<file path="src/rtl/rv32_fetch_pkg.sv">
// Shared types and constants for the instruction-fetch responder slice.
package rv32_fetch_pkg;

    localparam int unsigned ADDR_W_DEFAULT = 16;
    localparam logic [31:0] RV_NOP         = 32'h0000_0013;

    typedef enum logic [2:0] {
        IDLE,
        REQ,
        WAIT,
        HOLD,
        DRAIN,
        ERR
    } fetch_state_e;

endpackage

</file>
<file path="src/rtl/fetch_watchdog.sv">
// Cycle counter for outstanding memory reads; flags when the limit is reached.
module fetch_watchdog #(
    parameter int unsigned LIMIT = 255
) (
    input  logic clk,
    input  logic rst,
    input  logic clr_i,
    input  logic en_i,
    output logic expired_o
);

    localparam int unsigned CNT_W = ($clog2(LIMIT + 1) > 8) ? $clog2(LIMIT + 1) : 8;

    logic [CNT_W-1:0] cnt_q;
    logic [CNT_W-1:0] cnt_d;

    always_comb begin
        cnt_d = cnt_q;
        if (clr_i) begin
            cnt_d = '0;
        end else if (en_i) begin
            cnt_d = cnt_q + 1'b1;
        end
    end

    always_ff @(posedge clk or negedge rst) begin
        if (!rst) begin
            cnt_q <= '0;
        end else begin
            cnt_q <= cnt_d;
        end
    end

    // Fires during the LIMIT-th waiting cycle so the error lands after exactly LIMIT cycles.
    assign expired_o = en_i && (cnt_q == CNT_W'(LIMIT - 1));

endmodule

</file>
<file path="src/rtl/instr_fetch_responder.sv">
// PC-fetch responder: one outstanding instruction-memory read, result held for decode.
// Optional read timeout with sticky fetch_err is enabled by defining FETCH_TIMEOUT_EN.
module instr_fetch_responder
    import rv32_fetch_pkg::*;
#(
    parameter int unsigned ADDR_W         = ADDR_W_DEFAULT,
    parameter int unsigned TIMEOUT_CYCLES = 255
) (
    input  logic              clk,
    input  logic              rst,
    input  logic [31:0]       pc_addr,
    input  logic              fetch_en,
    input  logic              flush,
    output logic              pc_ready,
    output logic              mem_req,
    output logic [ADDR_W-1:0] mem_addr,
    input  logic              mem_gnt,
    input  logic              mem_rvalid,
    input  logic [31:0]       mem_rdata,
    output logic [31:0]       instr,
    output logic [31:0]       instr_pc,
    output logic              instr_valid,
    input  logic              instr_ready,
    output logic              fetch_err
);

    fetch_state_e state_q, state_d;
    logic [31:0]  req_pc_q, req_pc_d;
    logic [31:0]  instr_q, instr_d;
    logic [31:0]  instr_pc_q, instr_pc_d;
    logic         valid_q, valid_d;
    logic         err_q, err_d;
    logic         wd_expired;

`ifdef FETCH_TIMEOUT_EN
    logic wd_clr;
    logic wd_en;

    assign wd_en  = (state_q == WAIT) || (state_q == DRAIN);
    assign wd_clr = ((state_d == WAIT) || (state_d == DRAIN)) && (state_d != state_q);

    fetch_watchdog #(
        .LIMIT (TIMEOUT_CYCLES)
    ) u_watchdog (
        .clk       (clk),
        .rst       (rst),
        .clr_i     (wd_clr),
        .en_i      (wd_en),
        .expired_o (wd_expired)
    );
`else
    logic unused_cfg;
    assign unused_cfg = (TIMEOUT_CYCLES != 0);
    assign wd_expired = 1'b0;
`endif

    always_comb begin
        state_d    = state_q;
        req_pc_d   = req_pc_q;
        instr_d    = instr_q;
        instr_pc_d = instr_pc_q;
        valid_d    = valid_q;
        err_d      = err_q;
        case (state_q)
            IDLE: begin
                if (fetch_en && !flush) begin
                    req_pc_d = pc_addr;
                    state_d  = REQ;
                end
            end
            REQ: begin
                // A grant in the flush cycle still owes a response, so it must be drained.
                if (flush) begin
                    state_d = mem_gnt ? DRAIN : IDLE;
                end else if (mem_gnt) begin
                    state_d = WAIT;
                end
            end
            WAIT: begin
                if (mem_rvalid) begin
                    if (flush) begin
                        state_d = IDLE;
                    end else begin
                        instr_d    = mem_rdata;
                        instr_pc_d = req_pc_q;
                        valid_d    = 1'b1;
                        state_d    = HOLD;
                    end
                end else if (flush) begin
                    state_d = DRAIN;
                end else if (wd_expired) begin
                    state_d = ERR;
                end
            end
            DRAIN: begin
                if (mem_rvalid) begin
                    state_d = IDLE;
                end else if (wd_expired) begin
                    state_d = ERR;
                end
            end
            HOLD: begin
                if (flush || instr_ready) begin
                    valid_d = 1'b0;
                    state_d = IDLE;
                end
            end
            ERR: begin
                state_d = ERR;
            end
            default: begin
                state_d = IDLE;
            end
        endcase
        if (state_d == ERR && state_q != ERR) begin
            err_d      = 1'b1;
            instr_d    = '0;
            instr_pc_d = '0;
            valid_d    = 1'b0;
        end
    end

    always_ff @(posedge clk or negedge rst) begin
        if (!rst) begin
            state_q    <= IDLE;
            req_pc_q   <= '0;
            instr_q    <= '0;
            instr_pc_q <= '0;
            valid_q    <= 1'b0;
            err_q      <= 1'b0;
        end else begin
            state_q    <= state_d;
            req_pc_q   <= req_pc_d;
            instr_q    <= instr_d;
            instr_pc_q <= instr_pc_d;
            valid_q    <= valid_d;
            err_q      <= err_d;
        end
    end

    assign mem_req     = (state_q == REQ);
    assign mem_addr    = mem_req ? req_pc_q[ADDR_W-1:0] : '0;
    assign instr       = instr_q;
    assign instr_pc    = instr_pc_q;
    assign instr_valid = valid_q;
    assign fetch_err   = err_q;
    assign pc_ready    = rst && (state_q != ERR)
                         && (flush || ((state_q == HOLD) && instr_ready));

endmodule

</file>
<file path="config.mk">
export PLATFORM = sky130hd
export DESIGN_NAME = instr_fetch_responder
export DESIGN_NICKNAME = d
export VERILOG_FILES = /design/src/rtl/rv32_fetch_pkg.sv /design/src/rtl/fetch_watchdog.sv /design/src/rtl/instr_fetch_responder.sv
export SDC_FILE = /design/constraint.sdc
export NUM_CORES = 1
export LEC_CHECK = 0
export ABC_AREA = 1
export BUFFER_PORTS_ARGS = -buffer_cell sky130_fd_sc_hd__clkbuf_2
export CORE_ASPECT_RATIO = 0.9
export CORE_MARGIN = 3
export CORE_UTILIZATION = 45
export DETAILED_ROUTE_END_ITERATION = 8
export GPL_ROUTABILITY_DRIVEN = 0
export GPL_TIMING_DRIVEN = 0
export PLACE_DENSITY = 0.75
export REMOVE_ABC_BUFFERS = 1
export SYNTH_ARGS = -nofsm -noshare
export SYNTH_HDL_FRONTEND = slang
export SYNTH_SLANG_ARGS = --single-unit
</file>
<file path="constraint.sdc">
create_clock -name clk -period 1.7 [get_ports clk]
set_clock_uncertainty 0.05 [all_clocks]
set_input_delay 0.085 -clock clk [delete_from_list [all_inputs] [get_ports clk]]
set_output_delay 0.085 -clock clk [all_outputs]
set_load 0.01 [all_outputs]
</file>
==> impl_metrics.env <==
export IMPL_outcome="finished with violations"
export IMPL_failed_checks="hold timing"
export IMPL_wl_met1_um=4655
export IMPL_cp_arrival_ps=1900
export IMPL_grt_ovfl_total=0
export IMPL_clockPowerShare_pct=17.0
export IMPL_highest_layer="met4"
export IMPL_grtUsageTotal_pct=22.56
export IMPL_wl_per_cell_um=14.63
export IMPL_die_area_sq_um=10050
export IMPL_io_pins=155
export IMPL_worstPathRequired_ps=1940
export IMPL_routed_wl_met2_um=6059
export IMPL_power_density_nw_per_um2=1501
export IMPL_clk_pin_slew_ps=90
export IMPL_critPathTopFamily="buffers and inverters"
export IMPL_p_switching_mw=3.310
export IMPL_tightest_slew_ps=742.4
export IMPL_nets=749
export IMPL_die_h_um=95.42
export IMPL_yosysWarnings=0
export IMPL_sequentialPowerShare_pct=45.2
export IMPL_io_buffers=154
export IMPL_dr_first_iter_drc_count=276
export IMPL_crit_chain="dlygate4sd3_1 > clkbuf_2 > inv_1 > nor2_4 > inv_2 > nor2_4 > nand2_1 > nand2_1"
export IMPL_syn_inst=452
export IMPL_grt_max_degree=53
export IMPL_p_comb_share_pct=37.8
export IMPL_placed_area_sq_um=4810
export IMPL_drcViolationCount=0
export IMPL_p_int_mw=5.568
export IMPL_crit_type="primary input to flip-flop"
export IMPL_ys_types=23
export IMPL_finalSetupViolations=0
export IMPL_clockRootBuffer="clkbuf_8"
export IMPL_start_util_pct=47.94
export IMPL_fin_util_pct=70.92
export IMPL_final_cell_area_sq_um=5914
export IMPL_met3_length_um=773
export IMPL_power_leakage_nw=3.247
export IMPL_worstSetupEndpointType="flip-flop"
export IMPL_drive_above_1_share_pct=29.28
export IMPL_ctsHoldBuffers=67
export IMPL_viasPerCell=4.766
export IMPL_max_stage_delay_ps=530
export IMPL_areaGrowthSynthToFinish_pct=47.95
export IMPL_cp_max_fo=12
export IMPL_min_period_ps=1657
export IMPL_regArea_sq_um=2530
export IMPL_slew_viol_final=0
export IMPL_ant_nets=0
export IMPL_clockBufferDepth=2
export IMPL_hold_viol=50
export IMPL_cts_tree="yes"
export IMPL_clk_latency_ps=350
export IMPL_rows=31
export IMPL_max_slew_margin_pct=50.50
export IMPL_ir_drop_uv=764.7
export IMPL_cts_made_buffers=9
export IMPL_routed_wl_um=11680
export IMPL_p_sw_share_pct=37.28
export IMPL_htreeDepth=3
export IMPL_multi_input_area_sq_um=1359
export IMPL_die_x_um=105.4
export IMPL_clkSinkCount=101
export IMPL_grt_pass1_wl_um=17960
export IMPL_final_common_cell="nand2_1"
export IMPL_core_sq_um=8339
export IMPL_finalCritPeriodShare_pct=97.48
export IMPL_hold_class="primary input to async pin"
export IMPL_slowest_stage="dlygate4sd3_1"
export IMPL_cp_buffers_inverters=4
export IMPL_antenna_found_initial=0
export IMPL_via_count=3803
export IMPL_startpoint_type="primary input"
export IMPL_cap_violations=0
export IMPL_final_cell_mix="229 x nand2_1, 153 x clkbuf_2, 99 x dfrtp_1"
export IMPL_holdWs_ps=-244.6
export IMPL_fillerInstances=645
export IMPL_diodes=0
export IMPL_firstDrtPassIters=5
export IMPL_netlist_area_sq_um=3998
export IMPL_grt_pass1_vias=3828
export IMPL_fmax_mhz=603.5
export IMPL_avgSynthCellArea_sq_um=8.844
export IMPL_yosysSeqAreaShare_pct=63.22
export IMPL_dp_hpwl_um=6259
export IMPL_rsz0062_at_grt="true"
export IMPL_ys_ff_latch=101
[path summary, 6_finish.rpt]
kind | to | startpoint | slack, ps | cells past startpoint
worst max-delay path | instr[23] | mem_rvalid | 40 | 8
min in group clk | instr_valid | instr_ready | 40 | 4
worst min-delay path | instr_pc[9] | rst | -240 | 1
max in group asynchronous | instr[6] | rst | 1130 | 2
worst max register to register | state_q[1] | state_q[0] | 70 | 6
worst min register to register | fetch_err | fetch_err | 340 | 0
[logic make-up (layout without fill, tap and decap cells)]
logic type             after synthesis  in the layout  synth area share (%)
buffers and inverters               45            272                 5.571
AO/OA/AOI/OAI                       36             36                 4.570
flip-flops                         101            101                 63.22
AND/OR/NAND/NOR                    270            274                 26.64
[Yosys cell counts, drive strengths merged]
master,instances,share of area [%]
nand2,231,22
a21oi,1,0.13
nand3,5,0.75
nand3b,1,0.19
dfrtp,101,63
nand4,1,0.16
inv,24,2.3
clkbuf,1,0.094
nor3,1,0.13
o21ai,34,4.3
buf,20,3.2
nor2,30,3.3
or2,1,0.16
o211ai,1,0.19
[power by group through the flow]
stage | Sequential, mW | Clock (mW) | Combinational (mW)
3_3_place_gp | 3.96 | 0 | 2.79
5_1_grt | 4.13 | 1.67 | 3.74
4_1_cts | 3.97 | 1.57 | 3.15
2_1_floorplan | 4.27 | 0 | 1.29
3_5_place_dp | 4.01 | 0 | 2.88
6_report | 4.01 | 1.51 | 3.35
[metrics by stage]
| stage | instances | power [mW] | hold slack, ps | setup slack [ps] | TNS, ps |
|---|---|---|---|---|---|
| finish | 798 | 8.878 | -244.6 | 42.92 | 0 |
| global route | 798 | 9.544 | -214.6 | -22.55 | -103.2 |
| CTS | 788 | 8.689 | -229.1 | -25.37 | -45.70 |
| detailed placement | 701 | 6.898 | 160.2 | -498.3 | -24330 |
| global placement | 700 | 6.758 | 230.7 | -852.5 | -97440 |
| floorplan | 431 | 5.558 | -260.6 | 129.8 | 0 |
[worst reg2reg max path, stage by stage (launching register included)]
cell	delay, ps
dfrtp_1	430
buf_4	150
nand2_1	70
nor2_1	50
nand2_1	100
o211ai_1	100
dlygate4sd3_1	570
[cell type report]
cell class / instances / share of cell area, %
clock buffer: 12 / 2.454
clock inverter: 4 / 0.9520
inverter: 24 / 1.777
multi-input combinational: 310 / 22.97
sequential: 101 / 42.78
tap: 115 / 2.433
timing repair buffer: 231 / 26.44
timing repair inverter: 1 / 0.1904
[timing repair]
action                                  in CTS  in global routing
buffers inserted                             2                  7
endpoints found under the setup margin     115                105
resized for setup                           11                 13
pin swaps                                    3                  6
cloned                                       2                  3
hold endpoints to repair                   116                 50
[state kept, by name, indices dropped and copies added, names as in the netlist]
signal       cells
req_pc_q        32
instr_valid      1
instr_pc        32
state_q          3
fetch_err        1
instr           32
[metal layers]
layer,vias up,GRT usage [%]
li1,1832,-
met1,1780,26.99
met2,172,41.45
met3,19,4.062
met4,0,7.432
met5,-,0
Power figures use the tool's default switching activity.
